--- config.mk ---
export PLATFORM = sky130hd
export DESIGN_NAME = ct_f_spsram_256x144_ctrl
export DESIGN_NICKNAME = d
export VERILOG_FILES = /design/src/rtl/ct_f_spsram_ctrl_pkg.sv /design/src/rtl/ct_f_spsram_rsp_fifo.sv /design/src/rtl/ct_f_spsram_256x144_ctrl.sv
export SDC_FILE = /design/constraint.sdc
export NUM_CORES = 1
export LEC_CHECK = 0
export CAP_MARGIN = 20
export CORE_AREA = 2 2 343 345
export DETAILED_ROUTE_END_ITERATION = 16
export DIE_AREA = 0 0 345 347
export PLACE_DENSITY = 0.56
export SLEW_MARGIN = 20
export SYNTH_ARGS = -nofsm -noshare
export SYNTH_HDL_FRONTEND = slang
export SYNTH_SLANG_ARGS = --single-unit
export TNS_END_PERCENT = 5
--- constraint.sdc ---
create_clock -name forever_cpuclk -period 47.3 [get_ports forever_cpuclk]
set_input_delay 9.46 -clock forever_cpuclk [delete_from_list [all_inputs] [get_ports forever_cpuclk]]
set_output_delay 9.46 -clock forever_cpuclk [all_outputs]
set_load 0.02 [all_outputs]
--- src/rtl/ct_f_spsram_ctrl_pkg.sv ---
// Shared encodings for the single-port SRAM array controllers.
// Pin constants are the idle (inactive) levels of the active-low macro pins.
package ct_f_spsram_ctrl_pkg;

    typedef enum logic {
        ST_INIT = 1'b0,
        ST_RUN  = 1'b1
    } state_e;

    localparam logic CEN_IDLE  = 1'b1;
    localparam logic GWEN_READ = 1'b1;
    localparam logic WEN_NONE  = 1'b1;

endpackage

--- src/rtl/ct_f_spsram_rsp_fifo.sv ---
// DEPTH x DATA_WIDTH synchronous FIFO with show-ahead head output.
// Push while full is accepted only together with a pop.
module ct_f_spsram_rsp_fifo #(
    parameter int DEPTH      = 3,
    parameter int DATA_WIDTH = 144
) (
    input  logic                  clk,
    input  logic                  rst,
    input  logic                  push_i,
    input  logic                  pop_i,
    input  logic [DATA_WIDTH-1:0] wdata_i,
    output logic [DATA_WIDTH-1:0] rdata_o,
    output logic                  full_o,
    output logic                  empty_o
);

    localparam int PW = (DEPTH > 1) ? $clog2(DEPTH) : 1;
    localparam int CW = $clog2(DEPTH + 1);
    localparam logic [PW-1:0] LAST = PW'(DEPTH - 1);

    logic [DATA_WIDTH-1:0] mem_q [DEPTH];
    logic [PW-1:0]         wptr_q, rptr_q;
    logic [CW-1:0]         cnt_q;
    logic                  do_push, do_pop;

    function automatic logic [PW-1:0] nxt(input logic [PW-1:0] p);
        return (p == LAST) ? '0 : p + 1'b1;
    endfunction

    assign empty_o = (cnt_q == '0);
    assign full_o  = (cnt_q == CW'(DEPTH));
    assign rdata_o = mem_q[rptr_q];
    assign do_pop  = pop_i & ~empty_o;
    assign do_push = push_i & (~full_o | do_pop);

    always_ff @(posedge clk or posedge rst) begin
        if (rst) begin
            for (int i = 0; i < DEPTH; i++) mem_q[i] <= '0;
            wptr_q <= '0;
            rptr_q <= '0;
            cnt_q  <= '0;
        end else begin
            if (do_push) begin
                mem_q[wptr_q] <= wdata_i;
                wptr_q        <= nxt(wptr_q);
            end
            if (do_pop) rptr_q <= nxt(rptr_q);
            cnt_q <= cnt_q + CW'(do_push) - CW'(do_pop);
        end
    end

endmodule

--- src/rtl/ct_f_spsram_256x144_ctrl.sv ---
// Request/response controller for the 256x144 single-port SRAM macro,
// with a one-time clearing sweep of the array after reset.
module ct_f_spsram_256x144_ctrl
    import ct_f_spsram_ctrl_pkg::*;
#(
    parameter int                    ADDR_WIDTH = 8,
    parameter int                    DATA_WIDTH = 144,
    parameter bit                    INIT_EN    = 1'b1,
    parameter logic [DATA_WIDTH-1:0] INIT_VAL   = '0,
    parameter int                    RSP_DEPTH  = 3
) (
    input  logic                  forever_cpuclk,
    input  logic                  cpurst,
    input  logic                  req_vld,
    output logic                  req_rdy,
    input  logic                  req_wr,
    input  logic [ADDR_WIDTH-1:0] req_addr,
    input  logic [DATA_WIDTH-1:0] req_wdata,
    input  logic [DATA_WIDTH-1:0] req_bmask,
    output logic                  rsp_vld,
    input  logic                  rsp_rdy,
    output logic [DATA_WIDTH-1:0] rsp_rdata,
    output logic                  init_busy,
    output logic                  init_done,
    output logic [ADDR_WIDTH-1:0] sram_a,
    output logic                  sram_cen,
    output logic                  sram_gwen,
    output logic [DATA_WIDTH-1:0] sram_wen,
    output logic [DATA_WIDTH-1:0] sram_d,
    input  logic [DATA_WIDTH-1:0] sram_q
);

    localparam int DEPTH = 2 ** ADDR_WIDTH;
    localparam int OW    = $clog2(RSP_DEPTH + 1);
    localparam logic [ADDR_WIDTH-1:0] LAST_A = ADDR_WIDTH'(DEPTH - 1);
    localparam state_e RST_ST = INIT_EN ? ST_INIT : ST_RUN;

    state_e                state_q, state_d;
    logic [ADDR_WIDTH-1:0] cnt_q, cnt_d;
    logic [OW-1:0]         outst_q, outst_d;
    logic                  rdy_q, rdy_d;
    logic                  rd_pend_q;
    logic [ADDR_WIDTH-1:0] a_q, a_d;
    logic [DATA_WIDTH-1:0] d_q, d_d;
    logic                  acc, rd_acc;
    logic                  fifo_push, fifo_pop, fifo_full, fifo_empty;

    assign acc    = (state_q == ST_RUN) & req_vld & rdy_q;
    assign rd_acc = acc & ~req_wr;

    assign rsp_vld   = ~fifo_empty;
    assign fifo_pop  = rsp_vld & rsp_rdy;
    assign fifo_push = rd_pend_q & (~fifo_full | fifo_pop);

    assign req_rdy   = rdy_q;
    assign init_busy = (state_q == ST_INIT);
    assign init_done = (state_q == ST_RUN);
    assign sram_a    = a_d;
    assign sram_d    = d_d;

    always_comb begin
        state_d   = state_q;
        cnt_d     = cnt_q;
        a_d       = a_q;
        d_d       = d_q;
        sram_cen  = CEN_IDLE;
        sram_gwen = GWEN_READ;
        sram_wen  = {DATA_WIDTH{WEN_NONE}};
        unique case (state_q)
            ST_INIT: begin
                cnt_d     = cnt_q + 1'b1;
                a_d       = cnt_q;
                d_d       = INIT_VAL;
                sram_cen  = ~CEN_IDLE;
                sram_gwen = ~GWEN_READ;
                sram_wen  = ~{DATA_WIDTH{WEN_NONE}};
                if (cnt_q == LAST_A) state_d = ST_RUN;
            end
            ST_RUN: begin
                if (acc) begin
                    a_d       = req_addr;
                    d_d       = req_wdata;
                    sram_cen  = ~CEN_IDLE;
                    sram_gwen = ~req_wr;
                    sram_wen  = ~req_bmask;
                end
            end
            default: state_d = RST_ST;
        endcase
        // The macro must never see a selected cycle while reset is held.
        if (cpurst) begin
            sram_cen  = CEN_IDLE;
            sram_gwen = GWEN_READ;
            sram_wen  = {DATA_WIDTH{WEN_NONE}};
        end
    end

    always_comb begin
        outst_d = outst_q + OW'(rd_acc) - OW'(fifo_pop);
        rdy_d   = (state_d == ST_RUN) && (outst_d < OW'(RSP_DEPTH));
    end

    always_ff @(posedge forever_cpuclk or posedge cpurst) begin
        if (cpurst) begin
            state_q   <= RST_ST;
            cnt_q     <= '0;
            outst_q   <= '0;
            rdy_q     <= 1'b0;
            rd_pend_q <= 1'b0;
            a_q       <= '0;
            d_q       <= '0;
        end else begin
            state_q   <= state_d;
            cnt_q     <= cnt_d;
            outst_q   <= outst_d;
            rdy_q     <= rdy_d;
            rd_pend_q <= rd_acc;
            a_q       <= a_d;
            d_q       <= d_d;
        end
    end

    ct_f_spsram_rsp_fifo #(
        .DEPTH      (RSP_DEPTH),
        .DATA_WIDTH (DATA_WIDTH)
    ) u_rsp_fifo (
        .clk     (forever_cpuclk),
        .rst     (cpurst),
        .push_i  (fifo_push),
        .pop_i   (fifo_pop),
        .wdata_i (sram_q),
        .rdata_o (rsp_rdata),
        .full_o  (fifo_full),
        .empty_o (fifo_empty)
    );

endmodule
==> results of run 1 <==
==> final timing paths <==
| kind | start | cells past startpoint | slack (ns) | to |
|---|---|---|---|---|
| hold / removal | u_rsp_fifo.mem_q[350] | 1 | 0.50 | u_rsp_fifo.mem_q[350] |
| max in group asynchronous | cpurst | 5 | 34.80 | u_rsp_fifo.mem_q[212] |
| hold reg to reg | u_rsp_fifo.mem_q[350] | 1 | 0.50 | u_rsp_fifo.mem_q[350] |
| min in group asynchronous | cpurst | 2 | 9.46 | cnt_q[7] |
| setup reg to reg | u_rsp_fifo.cnt_q[1] | 6 | 43.33 | u_rsp_fifo.mem_q[336] |
| setup / recovery | req_vld | 7 | 24.89 | sram_d[95] |
==> power groups by stage <==
stage	registers (uW)	clock network (uW)	logic, uW
floorplan	530	0	108
global placement	533	0	224
detailed placement	534	0	224
CTS	524	620	225
global route	524	640	231
finish	524	600	219
==> routing by layer <==
metal | part of all wire, % | wire [um] | up-vias | global-route usage [%]
met1 | 38 | 47600 | 10969 | 22.4
met2 | 47 | 59100 | 805 | 33.5
li1 | - | - | 9607 | -
met5 | 0.087 | 109 | - | 0
met4 | 7.4 | 9190 | 16 | 13.1
met3 | 7.0 | 8660 | 260 | 6.24
==> cells by family (layout without fill, tap and decap cells) <==
logic type	Yosys count	in the layout	share of synthesized area [%]
multiplexers	578	578	24.3
adder cells (fa/ha/maj)	5	5	0.234
AND/OR/NAND/NOR	479	479	6.93
flip-flops	603	603	56.4
buffers and inverters	189	1062	3.31
AO/OA/AOI/OAI	447	447	8.46
other	0	15	0
XOR/XNOR	11	11	0.360
==> state kept, by name, summed over array words and instances, names as in the netlist, 2 cells and up <==
register,flops
a_q,8
u_rsp_fifo.mem_q,432
u_rsp_fifo.rptr_q,2
outst_q,2
d_q,144
u_rsp_fifo.cnt_q,2
u_rsp_fifo.wptr_q,2
cnt_q,8
==> cell usage after synthesis <==
master      n
dfrtp_1   603
nand2_1   455
mux2_2    384
o21ai_0   290
a21oi_1   145
mux2i_1   145
clkbuf_1   90
buf_2      60
mux2_4     49
buf_4      13
inv_1      10
xnor2_1    10
buf_1       9
nor2_1      8
a31oi_1     7
buf_6       7
ha_1        5
nand4b_1    3
a21o_1      2
nand2b_1    2
nand4_1     2
or2_2       2
a21bo_2     1
a21boi_0    1
a41o_1      1
and2_1      1
and3_1      1
and4_1      1
and4bb_1    1
nand3b_1    1
nor2b_1     1
nor3_1      1
xor2_1      1
==> cell type report <==
| type | count | area, sq um | area share (%) |
|---|---|---|---|
| diodes | 15 | 37.5 | 0.0947 |
| clock buffers | 108 | 2190 | 5.54 |
| clock inverters | 27 | 372 | 0.938 |
| inverters | 10 | 52.6 | 0.133 |
| multi-input cells | 1520 | 10800 | 27.3 |
| flip-flops and latches | 603 | 15100 | 38.1 |
| well taps | 1524 | 1910 | 4.81 |
| repair buffers | 917 | 9140 | 23.1 |
==> worst register-to-register path: cells and delay by family, from the launching register on <==
kind                   cells  cell delay (ns)
buffers and inverters      3             2.32
AND/OR/NAND/NOR            2             0.60
multiplexers               1             0.51
flip-flops                 1             0.41
==> stage by stage <==
step / std cells / total power [uW] / hold slack (ns)
finish: 4724 / 1340 / 0.502
global route: 4719 / 1400 / 0.508
detailed placement: 4574 / 758 / 0.491
CTS: 4709 / 1370 / 0.505
floorplan: 2312 / 638 / 0.461
global placement: 4574 / 758 / 0.482
==> impl_metrics.env, run 1 <==
export IMPL_outcome="finished clean"
export IMPL_netlist_area_sq_mm=0.0268
export IMPL_synth_seq_cells=603
export IMPL_ant_nets=0
export IMPL_fin_crit_ns=22.41
export IMPL_syn_num_nets=2762
export IMPL_tightest_slew_ns=1.23
export IMPL_initial_core_util_pct=23.1
export IMPL_drt_pass1_iter_count=5
export IMPL_synth_distinct_cells=33
export IMPL_max_stage_delay_ns=0.70
export IMPL_numCtsBuffers=75
export IMPL_syn2layout_area_growth_pct=48.1
export IMPL_cts_max_level=3
export IMPL_clock_root_buffer="clkbuf_16"
export IMPL_num_rows=125
export IMPL_layout_commonest_cell="clkdlybuf4s50_1"
export IMPL_fin_nets=3577
export IMPL_fin_skew_ns=0.0256
export IMPL_portBuffers=890
export IMPL_hold_class="flip-flop to flip-flop"
export IMPL_vias=21657
export IMPL_pin_count=891
export IMPL_p_int_uw=961
export IMPL_placed_cell_area_sq_mm=0.0370
export IMPL_power_frac_seq_pct=39.0
export IMPL_cp_arrival_ns=12.95
export IMPL_required_ns=37.84
export IMPL_grt_antenna_before_repair=21
export IMPL_grt_first_pass_wirelength_um=174000
export IMPL_yosysTopAreaCell="dfrtp_1"
export IMPL_synth_seq_area_share_pct=56.4
export IMPL_slew_violations=0
export IMPL_numClockSinks=603
export IMPL_syn_instance_count=2312
export IMPL_finalWirelength_um=125000
export IMPL_crit_family="buffers and inverters"
export IMPL_crit_path_start_kind="input port"
export IMPL_maxSlewHeadroom_pct=18.2
export IMPL_rsz0062_at_grt="no"
export IMPL_postCtsSetupRepairBufs=0
export IMPL_fp_dieW_um=345
export IMPL_p_comb_share_pct=16.3
export IMPL_yosys_warnings=0
export IMPL_cts_buffer_depth=3
export IMPL_cp_slowest_cell="buf_4"
export IMPL_hold_buffers=0
export IMPL_peakVddDrop_uv=23.0
export IMPL_die_h_um=347
export IMPL_critPathBufInv=4
export IMPL_finalHoldViolCount=0
export IMPL_first_global_vias=22460
export IMPL_fin_ws_ns=24.89
export IMPL_die_area_sq_mm=0.120
export IMPL_drc=0
export IMPL_period_share_pct=47.4
export IMPL_cp_end_kind="primary output"
export IMPL_vias_per_cell=4.58
export IMPL_final_cell_mix="clkdlybuf4s50_1 (890), dfrtp_1 (601), nand2_1 (454), mux2_2 (384), o21ai_0 (290)"
export IMPL_avgSynthCellArea_sq_um=11.6
export IMPL_clock_fmax_mhz=44.6
export IMPL_crit_path_max_fanout=69
export IMPL_pwr_share_clk_pct=44.7
export IMPL_final_cell_area_sq_mm=0.0396
export IMPL_pre_cts_ws_ns=24.87
export IMPL_utilization_pct=34.2
export IMPL_p_per_area_mw_per_mm2=33.9
export IMPL_coreArea_sq_mm=0.116
export IMPL_cts_tree="done"
export IMPL_crit_chain="clkdlybuf4s50_1 > and2_4 > buf_4 > buf_4 > nand2_1 > a21oi_1 > clkdlybuf4s50_1"
export IMPL_routabilityCongestion=0.980
export IMPL_synth_area_leaders="dfrtp_1 (56%), mux2_2 (16%), nand2_1 (6.4%)"
export IMPL_overflow=0
export IMPL_setup_viol=0
export IMPL_synth_top_cell_area_share_pct=56.4
export IMPL_maxCapViolCount=0
export IMPL_final_setup_tns_ns=0
export IMPL_path_clk_slew_ns=0.05
export IMPL_power_switching_uw=382
export IMPL_clkLatencyLatePin_ns=0.64
export IMPL_dpl_hpwl_um=92600
export IMPL_p_leak_uw=0.0170
export IMPL_drive_above_1_share_pct=18.6
export IMPL_wl_per_cell_um=26.4
export IMPL_cts_resized=0
export IMPL_worstSetupPathType="input port to primary output"
export IMPL_grt_total_usage_pct=20.2
export IMPL_nFillCells=11748
export IMPL_drt_iter0_markers=1199
export IMPL_grt_max_degree=168
export IMPL_switching_share_pct=28.5
(Power assumes the default switching activity.)
==> inputs of run 2 (changes only) <==
--- a/config.mk
+++ b/config.mk
@@ -6,10 +6,10 @@
 export NUM_CORES = 1
 export LEC_CHECK = 0
 export CAP_MARGIN = 20
-export CORE_AREA = 2 2 343 345
+export CORE_AREA = 2 2 347 349
 export DETAILED_ROUTE_END_ITERATION = 16
-export DIE_AREA = 0 0 345 347
-export PLACE_DENSITY = 0.56
+export DIE_AREA = 0 0 349 351
+export PLACE_DENSITY = 0.55
 export SLEW_MARGIN = 20
 export SYNTH_ARGS = -nofsm -noshare
 export SYNTH_HDL_FRONTEND = slang
==> constraint.sdc (replaced) <==
create_clock -name forever_cpuclk -period 21.6 [get_ports forever_cpuclk]
set_input_delay 4.32 -clock forever_cpuclk [delete_from_list [all_inputs] [get_ports forever_cpuclk]]
set_output_delay 4.32 -clock forever_cpuclk [all_outputs]
set_load 0.02 [all_outputs]
==> run 2 against run 1 <==
Clock skew grew 0.0024 ns; worst hold slack gained 0.00091 ns; sequential power grew 120%; sequential cell count is the same; largest power group unchanged; combinational power grew 120%; cell count grew 0.51%; setup slack lost 15 ns; cell area is essentially flat; count of clock-buffer cells in the layout grew 6; total power grew 110%; register-to-register slack lost 26 ns; via count shrank 0.22%.
==> impl_metrics.env, run 2 (synthesis results as in run 1) <==
export IMPL_place_inst=4602
export IMPL_clock_fmax_mhz=83.0
export IMPL_crit_path_max_fanout=98
export IMPL_required_ns=17.28
export IMPL_final_cell_mix="clkdlybuf4s50_1 (890), dfrtp_1 (601), nand2_1 (454), mux2_2 (384), o21ai_0 (290)"
export IMPL_syn2layout_area_growth_pct=47.9
export IMPL_fin_cells=4748
export IMPL_p_per_area_mw_per_mm2=72.8
export IMPL_clock_root_buffer="clkbuf_16"
export IMPL_fin_crit_ns=12.05
export IMPL_drt_iter0_markers=1288
export IMPL_nFillCells=12096
export IMPL_drc=0
export IMPL_dpl_hpwl_um=92000
export IMPL_utilization_pct=33.3
export IMPL_rsz0062_at_grt="no"
export IMPL_numCtsBuffers=75
export IMPL_grt_max_degree=169
export IMPL_numClockSinks=603
export IMPL_grt_antenna_before_repair=21
export IMPL_initial_core_util_pct=22.5
export IMPL_overflow=0
export IMPL_coreArea_sq_mm=0.119
export IMPL_finalPower_uw=2880
export IMPL_crit_path_start_kind="input port"
export IMPL_fp_dieW_um=349
export IMPL_tightest_slew_ns=1.05
export IMPL_vias=21609
export IMPL_pin_count=891
export IMPL_reg_top3="u_rsp_fifo.mem_q (432), d_q (144)"
export IMPL_die_area_sq_mm=0.122
export IMPL_ant_nets=0
export IMPL_grt_total_usage_pct=19.3
export IMPL_finalWirelength_um=123000
export IMPL_wl_per_cell_um=25.9
export IMPL_fin_nets=3582
export IMPL_hold_worst_slack_ns=0.503
export IMPL_die_h_um=351
export IMPL_routabilityCongestion=0.971
export IMPL_hold_buffers=0
export IMPL_drt_pass1_iter_count=5
export IMPL_hold_class="flip-flop to flip-flop"
export IMPL_cts_max_level=3
export IMPL_portBuffers=890
export IMPL_final_setup_tns_ns=0
export IMPL_drive_above_1_share_pct=18.5
export IMPL_largest_reg_flops=432
export IMPL_cp_end_kind="primary output"
export IMPL_clkLatencyLatePin_ns=0.65
export IMPL_peakVddDrop_uv=113
export IMPL_p_leak_uw=0.0169
export IMPL_cts_buffer_depth=3
export IMPL_maxCapViolCount=0
export IMPL_first_global_vias=22079
export IMPL_maxSlewHeadroom_pct=30.0
export IMPL_outcome="finished clean"
export IMPL_layout_commonest_cell="clkdlybuf4s50_1"
export IMPL_path_clk_slew_ns=0.05
export IMPL_postCtsSetupRepairBufs=0
export IMPL_fin_skew_ns=0.0280
export IMPL_setup_viol=0
export IMPL_grt_first_pass_wirelength_um=169000
export IMPL_slew_violations=0
export IMPL_vias_per_cell=4.55
export IMPL_period_share_pct=55.8
export IMPL_num_rows=127
export IMPL_cts_resized=0
export IMPL_cts_tree="done"
export IMPL_finalHoldViolCount=0
export IMPL_worstSetupPathType="input port to primary output"
export IMPL_top_register="u_rsp_fifo.mem_q"
export IMPL_cp_arrival_ns=7.73
-- run 2: final timing paths --
kind,slack [ns],end,cells after the start,start
max in group asynchronous,14.08,u_rsp_fifo.mem_q[148],5,cpurst
worst max-delay path,9.55,sram_d[136],6,req_vld
worst max register to register,17.73,u_rsp_fifo.mem_q[343],5,u_rsp_fifo.cnt_q[1]
worst min-delay path,0.50,u_rsp_fifo.mem_q[38],1,u_rsp_fifo.mem_q[38]
min in group asynchronous,4.30,d_q[21],2,cpurst
worst min register to register,0.50,u_rsp_fifo.mem_q[38],1,u_rsp_fifo.mem_q[38]
-- run 2: final cells by class --
class / count / area, sq um / area share [%]
flip-flops and latches: 603 / 15100 / 38.1
multi-input cells: 1520 / 10800 / 27.3
repair buffers: 922 / 9210 / 23.3
clock buffers: 114 / 2190 / 5.54
well taps: 1548 / 1940 / 4.89
clock inverters: 21 / 254 / 0.642
inverters: 10 / 52.6 / 0.133
diodes: 10 / 25.0 / 0.0632
-- run 2: per-layer routing --
layer	vias up	global-route usage, %	part of all wire (%)
met1	10936	21.1	37
li1	9634	-	-
met4	14	14.8	8.8
met3	248	5.03	6.5
met2	777	32.2	47
met5	-	0	0.073
-- run 2: per-stage QoR --
| step | setup slack, ns | cell area [sq um] |
|---|---|---|
| finish | 9.55 | 39600 |
| global route | 9.49 | 39600 |
| CTS | 9.46 | 39500 |
| detailed placement | 9.46 | 37100 |
| global placement | 9.22 | 37100 |
| floorplan | 0.400 | 26800 |
-- run 2: worst max-delay path: stages --
cell	delay (ns)
clkdlybuf4s50_1	0.53
and2_4	0.66
buf_6	0.64
nand2_1	0.28
a21oi_1	0.34
clkdlybuf4s50_1	0.75
-- run 2: where the power goes --
| part | switching (uW) | internal, uW |
|---|---|---|
| Sequential | 19.6 | 1140 |
| Clock | 517 | 732 |
| Combinational | 297 | 177 |
